==> src/rtl/cpu_pkg.sv <==
// cpu_pkg: shared ISA constants and the control FSM state encoding.
//   state_e          control_unit state encoding
//   CLS_*            instruction class codes found in IR[15:13]
//   BR_*             branch condition codes found in IR[12:10]
//   ALU_PASS_*       ALU functions the control unit issues on its own
//   IR_*_HI / _LO    instruction field bit positions
package cpu_pkg;

    typedef enum logic [3:0] {
        ST_RST     = 4'd0,
        ST_FETCH   = 4'd1,
        ST_DECODE  = 4'd2,
        ST_EX_ALU  = 4'd3,
        ST_EX_LD   = 4'd4,
        ST_EX_ST   = 4'd5,
        ST_EX_BR   = 4'd6,
        ST_EX_JR   = 4'd7,
        ST_HALT    = 4'd8,
        ST_ILLEGAL = 4'd9
    } state_e;

    localparam logic [2:0] CLS_ALU  = 3'b000;
    localparam logic [2:0] CLS_LD   = 3'b001;
    localparam logic [2:0] CLS_ST   = 3'b010;
    localparam logic [2:0] CLS_BR   = 3'b100;
    localparam logic [2:0] CLS_JR   = 3'b101;
    localparam logic [2:0] CLS_HALT = 3'b111;

    localparam logic [2:0] BR_ALWAYS = 3'b000;
    localparam logic [2:0] BR_Z      = 3'b001;
    localparam logic [2:0] BR_NZ     = 3'b010;
    localparam logic [2:0] BR_C      = 3'b011;
    localparam logic [2:0] BR_NC     = 3'b100;
    localparam logic [2:0] BR_N      = 3'b101;
    localparam logic [2:0] BR_NN     = 3'b110;

    localparam logic [3:0] ALU_PASS_S = 4'h0;
    localparam logic [3:0] ALU_PASS_R = 4'h1;

    localparam int IR_CLS_HI  = 15;
    localparam int IR_CLS_LO  = 13;
    localparam int IR_OP_HI   = 12;
    localparam int IR_OP_LO   = 9;
    localparam int IR_COND_HI = 12;
    localparam int IR_COND_LO = 10;
    localparam int IR_W_HI    = 8;
    localparam int IR_W_LO    = 6;
    localparam int IR_R_HI    = 5;
    localparam int IR_R_LO    = 3;
    localparam int IR_S_HI    = 2;
    localparam int IR_S_LO    = 0;

endpackage

==> src/rtl/cu_branch_eval.sv <==
// cu_branch_eval: combinational branch condition evaluation.
//   cond         in  3  branch condition code
//   c, n, z      in  1  registered ALU flags
//   take         out 1  condition is true
//   cond_illegal out 1  condition code is reserved
module cu_branch_eval
    import cpu_pkg::*;
(
    input  logic [2:0] cond,
    input  logic       c,
    input  logic       n,
    input  logic       z,
    output logic       take,
    output logic       cond_illegal
);

    always_comb begin
        take         = 1'b0;
        cond_illegal = 1'b0;
        unique case (cond)
            BR_ALWAYS: take = 1'b1;
            BR_Z:      take = z;
            BR_NZ:     take = ~z;
            BR_C:      take = c;
            BR_NC:     take = ~c;
            BR_N:      take = n;
            BR_NN:     take = ~n;
            default:   cond_illegal = 1'b1;
        endcase
    end

endmodule

==> src/rtl/control_unit.sv <==
// control_unit: multi-cycle Moore FSM sequencing fetch/decode/execute for exec_unit.
// Optional feature macro: CU_RETIRE_CNT_EN (retired-instruction counter).
//   clk, reset (async, active-low), IR[15:0], C/N/Z live ALU flags
//   adr_sel, s_sel, pc_sel, pc_ld, pc_inc, ir_ld, W_en, W_Adr, R_Adr, S_Adr,
//   ALU_OP, mw_en, halted, illegal, retire_cnt[15:0]
//
// state      | meaning
// RST        | idle cycle after reset release
// FETCH      | IR <= M[PC], PC <= PC+1
// DECODE     | select execute state from instruction class
// EX_ALU     | register write from ALU, capture flags
// EX_LD      | W <= M[R]
// EX_ST      | M[R] <= S
// EX_BR      | conditional PC-relative branch on captured flags
// EX_JR      | PC <= R
// HALT       | stopped by HALT instruction, exit only by reset
// ILLEGAL    | stopped by reserved encoding, exit only by reset
module control_unit
    import cpu_pkg::*;
(
    input  logic        clk,
    input  logic        reset,
    input  logic [15:0] IR,
    input  logic        C,
    input  logic        N,
    input  logic        Z,
    output logic        adr_sel,
    output logic        s_sel,
    output logic        pc_sel,
    output logic        pc_ld,
    output logic        pc_inc,
    output logic        ir_ld,
    output logic        W_en,
    output logic [2:0]  W_Adr,
    output logic [2:0]  R_Adr,
    output logic [2:0]  S_Adr,
    output logic [3:0]  ALU_OP,
    output logic        mw_en,
    output logic        halted,
    output logic        illegal,
    output logic [15:0] retire_cnt
);

    state_e     state_q, state_d;
    logic [2:0] flags_q, flags_d;   // {c, n, z} from the last EX_ALU
    logic       br_take, br_cond_illegal;
    logic [2:0] cls;

    assign cls = IR[IR_CLS_HI:IR_CLS_LO];

    cu_branch_eval u_branch_eval (
        .cond         (IR[IR_COND_HI:IR_COND_LO]),
        .c            (flags_q[2]),
        .n            (flags_q[1]),
        .z            (flags_q[0]),
        .take         (br_take),
        .cond_illegal (br_cond_illegal)
    );

    always_ff @(posedge clk or negedge reset) begin
        if (!reset) begin
            state_q <= ST_RST;
            flags_q <= 3'b000;
        end else begin
            state_q <= state_d;
            flags_q <= flags_d;
        end
    end

    always_comb begin
        state_d = state_q;
        flags_d = flags_q;
        unique case (state_q)
            ST_RST:    state_d = ST_FETCH;
            ST_FETCH:  state_d = ST_DECODE;
            ST_DECODE: begin
                unique case (cls)
                    CLS_ALU:  state_d = ST_EX_ALU;
                    CLS_LD:   state_d = ST_EX_LD;
                    CLS_ST:   state_d = ST_EX_ST;
                    CLS_BR:   state_d = br_cond_illegal ? ST_ILLEGAL : ST_EX_BR;
                    CLS_JR:   state_d = ST_EX_JR;
                    CLS_HALT: state_d = ST_HALT;
                    default:  state_d = ST_ILLEGAL;
                endcase
            end
            ST_EX_ALU: begin
                state_d = ST_FETCH;
                flags_d = {C, N, Z};
            end
            ST_EX_LD, ST_EX_ST, ST_EX_BR, ST_EX_JR: state_d = ST_FETCH;
            ST_HALT:    state_d = ST_HALT;
            ST_ILLEGAL: state_d = ST_ILLEGAL;
            default:    state_d = ST_RST;
        endcase
    end

    // Outputs decode state_q only, so an async reset drops them immediately.
    always_comb begin
        adr_sel = 1'b0;
        s_sel   = 1'b0;
        pc_sel  = 1'b0;
        pc_ld   = 1'b0;
        pc_inc  = 1'b0;
        ir_ld   = 1'b0;
        W_en    = 1'b0;
        W_Adr   = 3'd0;
        R_Adr   = 3'd0;
        S_Adr   = 3'd0;
        ALU_OP  = 4'h0;
        mw_en   = 1'b0;
        halted  = 1'b0;
        illegal = 1'b0;
        unique case (state_q)
            ST_FETCH: begin
                ir_ld  = 1'b1;
                pc_inc = 1'b1;
            end
            ST_EX_ALU: begin
                W_en   = 1'b1;
                ALU_OP = IR[IR_OP_HI:IR_OP_LO];
                W_Adr  = IR[IR_W_HI:IR_W_LO];
                R_Adr  = IR[IR_R_HI:IR_R_LO];
                S_Adr  = IR[IR_S_HI:IR_S_LO];
            end
            ST_EX_LD: begin
                adr_sel = 1'b1;
                s_sel   = 1'b1;
                ALU_OP  = ALU_PASS_S;
                W_en    = 1'b1;
                W_Adr   = IR[IR_W_HI:IR_W_LO];
                R_Adr   = IR[IR_R_HI:IR_R_LO];
            end
            ST_EX_ST: begin
                adr_sel = 1'b1;
                ALU_OP  = ALU_PASS_S;
                mw_en   = 1'b1;
                R_Adr   = IR[IR_R_HI:IR_R_LO];
                S_Adr   = IR[IR_S_HI:IR_S_LO];
            end
            ST_EX_BR: begin
                pc_sel = 1'b0;
                pc_ld  = br_take;
            end
            ST_EX_JR: begin
                ALU_OP = ALU_PASS_R;
                pc_sel = 1'b1;
                pc_ld  = 1'b1;
                R_Adr  = IR[IR_R_HI:IR_R_LO];
            end
            ST_HALT: halted = 1'b1;
            ST_ILLEGAL: begin
                halted  = 1'b1;
                illegal = 1'b1;
            end
            default: ;
        endcase
    end

`ifdef CU_RETIRE_CNT_EN
    logic [15:0] retire_q, retire_d;
    logic        ex_state;

    // Every EX_* state leaves for FETCH, so being in one means an instruction retires.
    assign ex_state = (state_q == ST_EX_ALU) || (state_q == ST_EX_LD) ||
                      (state_q == ST_EX_ST)  || (state_q == ST_EX_BR) ||
                      (state_q == ST_EX_JR);
    assign retire_d = ex_state ? retire_q + 16'd1 : retire_q;

    always_ff @(posedge clk or negedge reset) begin
        if (!reset) retire_q <= 16'h0000;
        else        retire_q <= retire_d;
    end

    assign retire_cnt = retire_q;
`else
    assign retire_cnt = 16'h0000;
`endif

endmodule

==> config.mk <==
export PLATFORM = sky130hd
export DESIGN_NAME = control_unit
export DESIGN_NICKNAME = d
export VERILOG_FILES = /design/src/rtl/cpu_pkg.sv /design/src/rtl/cu_branch_eval.sv /design/src/rtl/control_unit.sv
export SDC_FILE = /design/constraint.sdc
export NUM_CORES = 1
export LEC_CHECK = 0
export ABC_AREA = 1
export BUFFER_PORTS_ARGS = -buffer_cell sky130_fd_sc_hd__clkbuf_2
export CORE_MARGIN = 2
export CORE_UTILIZATION = 39
export CTS_CLUSTER_SIZE = 20
export DETAILED_ROUTE_END_ITERATION = 6
export PLACE_DENSITY = 0.89
export SLEW_MARGIN = 10
export SYNTH_ARGS = -nofsm -noshare
export SYNTH_HDL_FRONTEND = slang
export SYNTH_SLANG_ARGS = --single-unit
export TNS_END_PERCENT = 50
==> constraint.sdc <==
create_clock -name clk -period 1.4 [get_ports clk]
set_clock_uncertainty 0.2 [all_clocks]
set_input_delay 0.07 -clock clk [delete_from_list [all_inputs] [get_ports clk]]
set_output_delay 0.07 -clock clk [all_outputs]
set_load 0.02 [all_outputs]
==> metrics.csv <==
stage,metric,value,unit
power,p_leak,0.835,nW
die,dieArea,2330,sq um
timing,fmax,0.578,GHz
cts,clk_latency,260,ps
routing,vias_per_cell,4.26,
grt,grt_pass1_vias,795,
timing,rsz0062_at_grt,yes,
grt,grt_use_total,20.4,%
timing,final.setup.tns,-6860,ps
routing,wl_per_cell,10.4,um
routing,drc,0,
timing,min_period,1730,ps
cts,clkSinkCount,7,
power,report.power.total,0.00244,W
synthesis,synth-edff-count,0,
synthesis,yosys-top-cells-area,"dfrtp_1 (23%), buf_4 (18%), nand2_1 (15%)",
synthesis,yosysWarningCount,0,
timing,setup_viol,29,
worst_hold_path,hp-class,input port to register,
die,initial_core_util,40.1,%
power,peakVddDrop,1.06,mV
timing,layout_setup_ws,-331,ps
synthesis,ys_types,14,
synthesis,synthFlopType,dfrtp_1,
cts,cts_buffer_depth,2,
cells_and_area,diodes,0,
timing,finalHoldViolCount,0,
die,pin_count,60,
die,die_w,48.2,um
timing,timing.final.crit_share,124,%
placed_design,gp_congestion,0.780,
critical_path,crit_type,register to output pin,
synthesis,synth_seq_area_share,23.0,%
routing,wl,2.43,mm
routing,first_iter_violations,13,
power,power_density,1700,nW/um^2
critical_path,cp.required,1130,ps
critical_path,critPathMaxFanout,5,
run_status,violations,setup timing,
placed_design,io_buffers,43,
die,fp.coreArea,1900,sq um
cts,cts.reportedPaths.clkPinSlew,50,ps
cells_and_area,final_layout_size_suffix_gt1_share,48.1,%
synthesis,synthesis.area,763,sq um
cts,numCtsBuffers,3,
cells_and_area,area_delta_synth_final,87.7,%
cells_and_area,nFillCells,124,
routing,dr.pass1.iters,4,
run_status,status,"finished, violations left",
cts,clockRootBuffer,clkbuf_4,
die,rows,16,
cts,htreeDepth,1,
critical_path,cp-start-kind,register,
grt,antenna_found_initial,0,
synthesis,synth_cells,136,
routing,num_vias,992,
placed_design,place_inst,214,
synthesis,ys_async_sr_fraction,100,%
synthesis,syn_area_per_cell,5.61,sq um
grt,grt_max_degree,8,
critical_path,cp-end-kind,output pin,
routing,antenna_left,0,
cells_and_area,register_area,176,sq um
cells_and_area,nets,228,
timing,drv_slew,0,
synthesis,ys_ff_latch,7,
synthesis,netlist.area_leader.share,23.0,%
critical_path,arrival,1460,ps
cells_and_area,final_cell_count_no_fill,233,
grt,gr-total-overflow,0,
timing,fin_hold_ws,5.01,ps
cts,cts_tree,yes,
die,die_y,48.2,um
synthesis,yosysTopAreaCell,dfrtp_1,
run,max-cap-violations,0,
cells_and_area,multi_input_area,520,sq um
grt,grt_pass1_wl,3.22,mm
placed_design,hpwlAfterDp,1.56,mm
critical_path,rrSetupSlack,-240,ps
==> area by class of cell <==
class,instances,share of cell area [%]
inverter,31,8.12
clock buffer,4,1.83
sequential,7,12.3
multi-input combinational,95,36.3
timing repair buffer,69,39.0
tap,27,2.36
==> cell families (layout without fill, tap and decap cells) <==
kind of cell           Yosys count  count (layout)  share of synthesized area, %
other                            1              16                         0.491
AO/OA/AOI/OAI                    6               6                          4.26
flip-flops                       7               7                          23.0
AND/OR/NAND/NOR                 73              73                          39.3
buffers and inverters           49             104                          33.0
==> registers in the layout (all words and copies together) (netlist names) <==
signal / count
state_q: 4
flags_q: 3
==> path summary, 6_finish.rpt <==
check / depth (start not counted) / startpoint / to
max in group asynchronous: 3 / reset / state_q[1]
hold reg to reg: 2 / flags_q[1] / flags_q[1]
min in group asynchronous: 3 / reset / state_q[2]
setup reg to reg: 7 / state_q[3] / state_q[2]
setup / recovery: 5 / state_q[1] / W_Adr[0]
hold / removal: 6 / IR[14] / state_q[1]
==> synthesized netlist by cell type, types with 4 or more instances <==
cell and n:
o21ai_0 4, nand3_1 10, nor3_1 4, nand2_1 31, buf_4 18, inv_1 30
nor2_1 26, dfrtp_1 7
==> metal layers <==
layer	vias to the layer above	global-route usage, %	share of wire, %
li1	506	-	-
met1	440	19.0	36
met2	39	42.1	56
met3	7	2.59	5.1
met4	0	9.73	2.1
met5	-	0	0
==> layout by cell type (no fill, tap or decap), types with 6 or more instances in the layout <==
cell / count
nand3_1: 10
conb_1: 16
nor2_4: 7
nor2_2: 12
nor2_1: 8
buf_4: 24
clkbuf_2: 24
inv_1: 26
nand2_1: 29
clkbuf_8: 8
dfrtp_1: 6
==> repair_timing <==
item	in CTS	in global routing
endpoints found under the setup margin	29	30
hold buffers	5	0
pin swaps	9	6
gates cloned	0	0
gates resized for setup	40	20
endpoints found under the hold margin	10	0
buffers inserted	5	5
==> metrics by stage <==
step	utilization (%)	cell area [sq um]	setup WS, ps
after CTS	71.4	1360	-293
after detailed placement	57.2	1090	-113
after global placement	57.2	1090	-51.9
final	75.3	1430	-331
after global routing	75.3	1430	-413
after floorplan	-	891	-114
==> where the power goes <==
| part | switching, W | internal, W | total (W) |
|---|---|---|---|
| Clock | 0.0000784 | 0.000109 | 0.000187 |
| Sequential | 0.0000904 | 0.000295 | 0.000385 |
| Combinational | 0.00100 | 0.000863 | 0.00186 |
| Total | 0.00117 | 0.00127 | 0.00244 |
==> worst max-delay path, stage by stage (launching register included) <==
cell	delay, ps
dfrtp_2	450
buf_4	160
nor3_4	230
nor2_4	100
nor2_2	100
clkbuf_8	150
No activity file was read; power rests on OpenSTA's default activity.
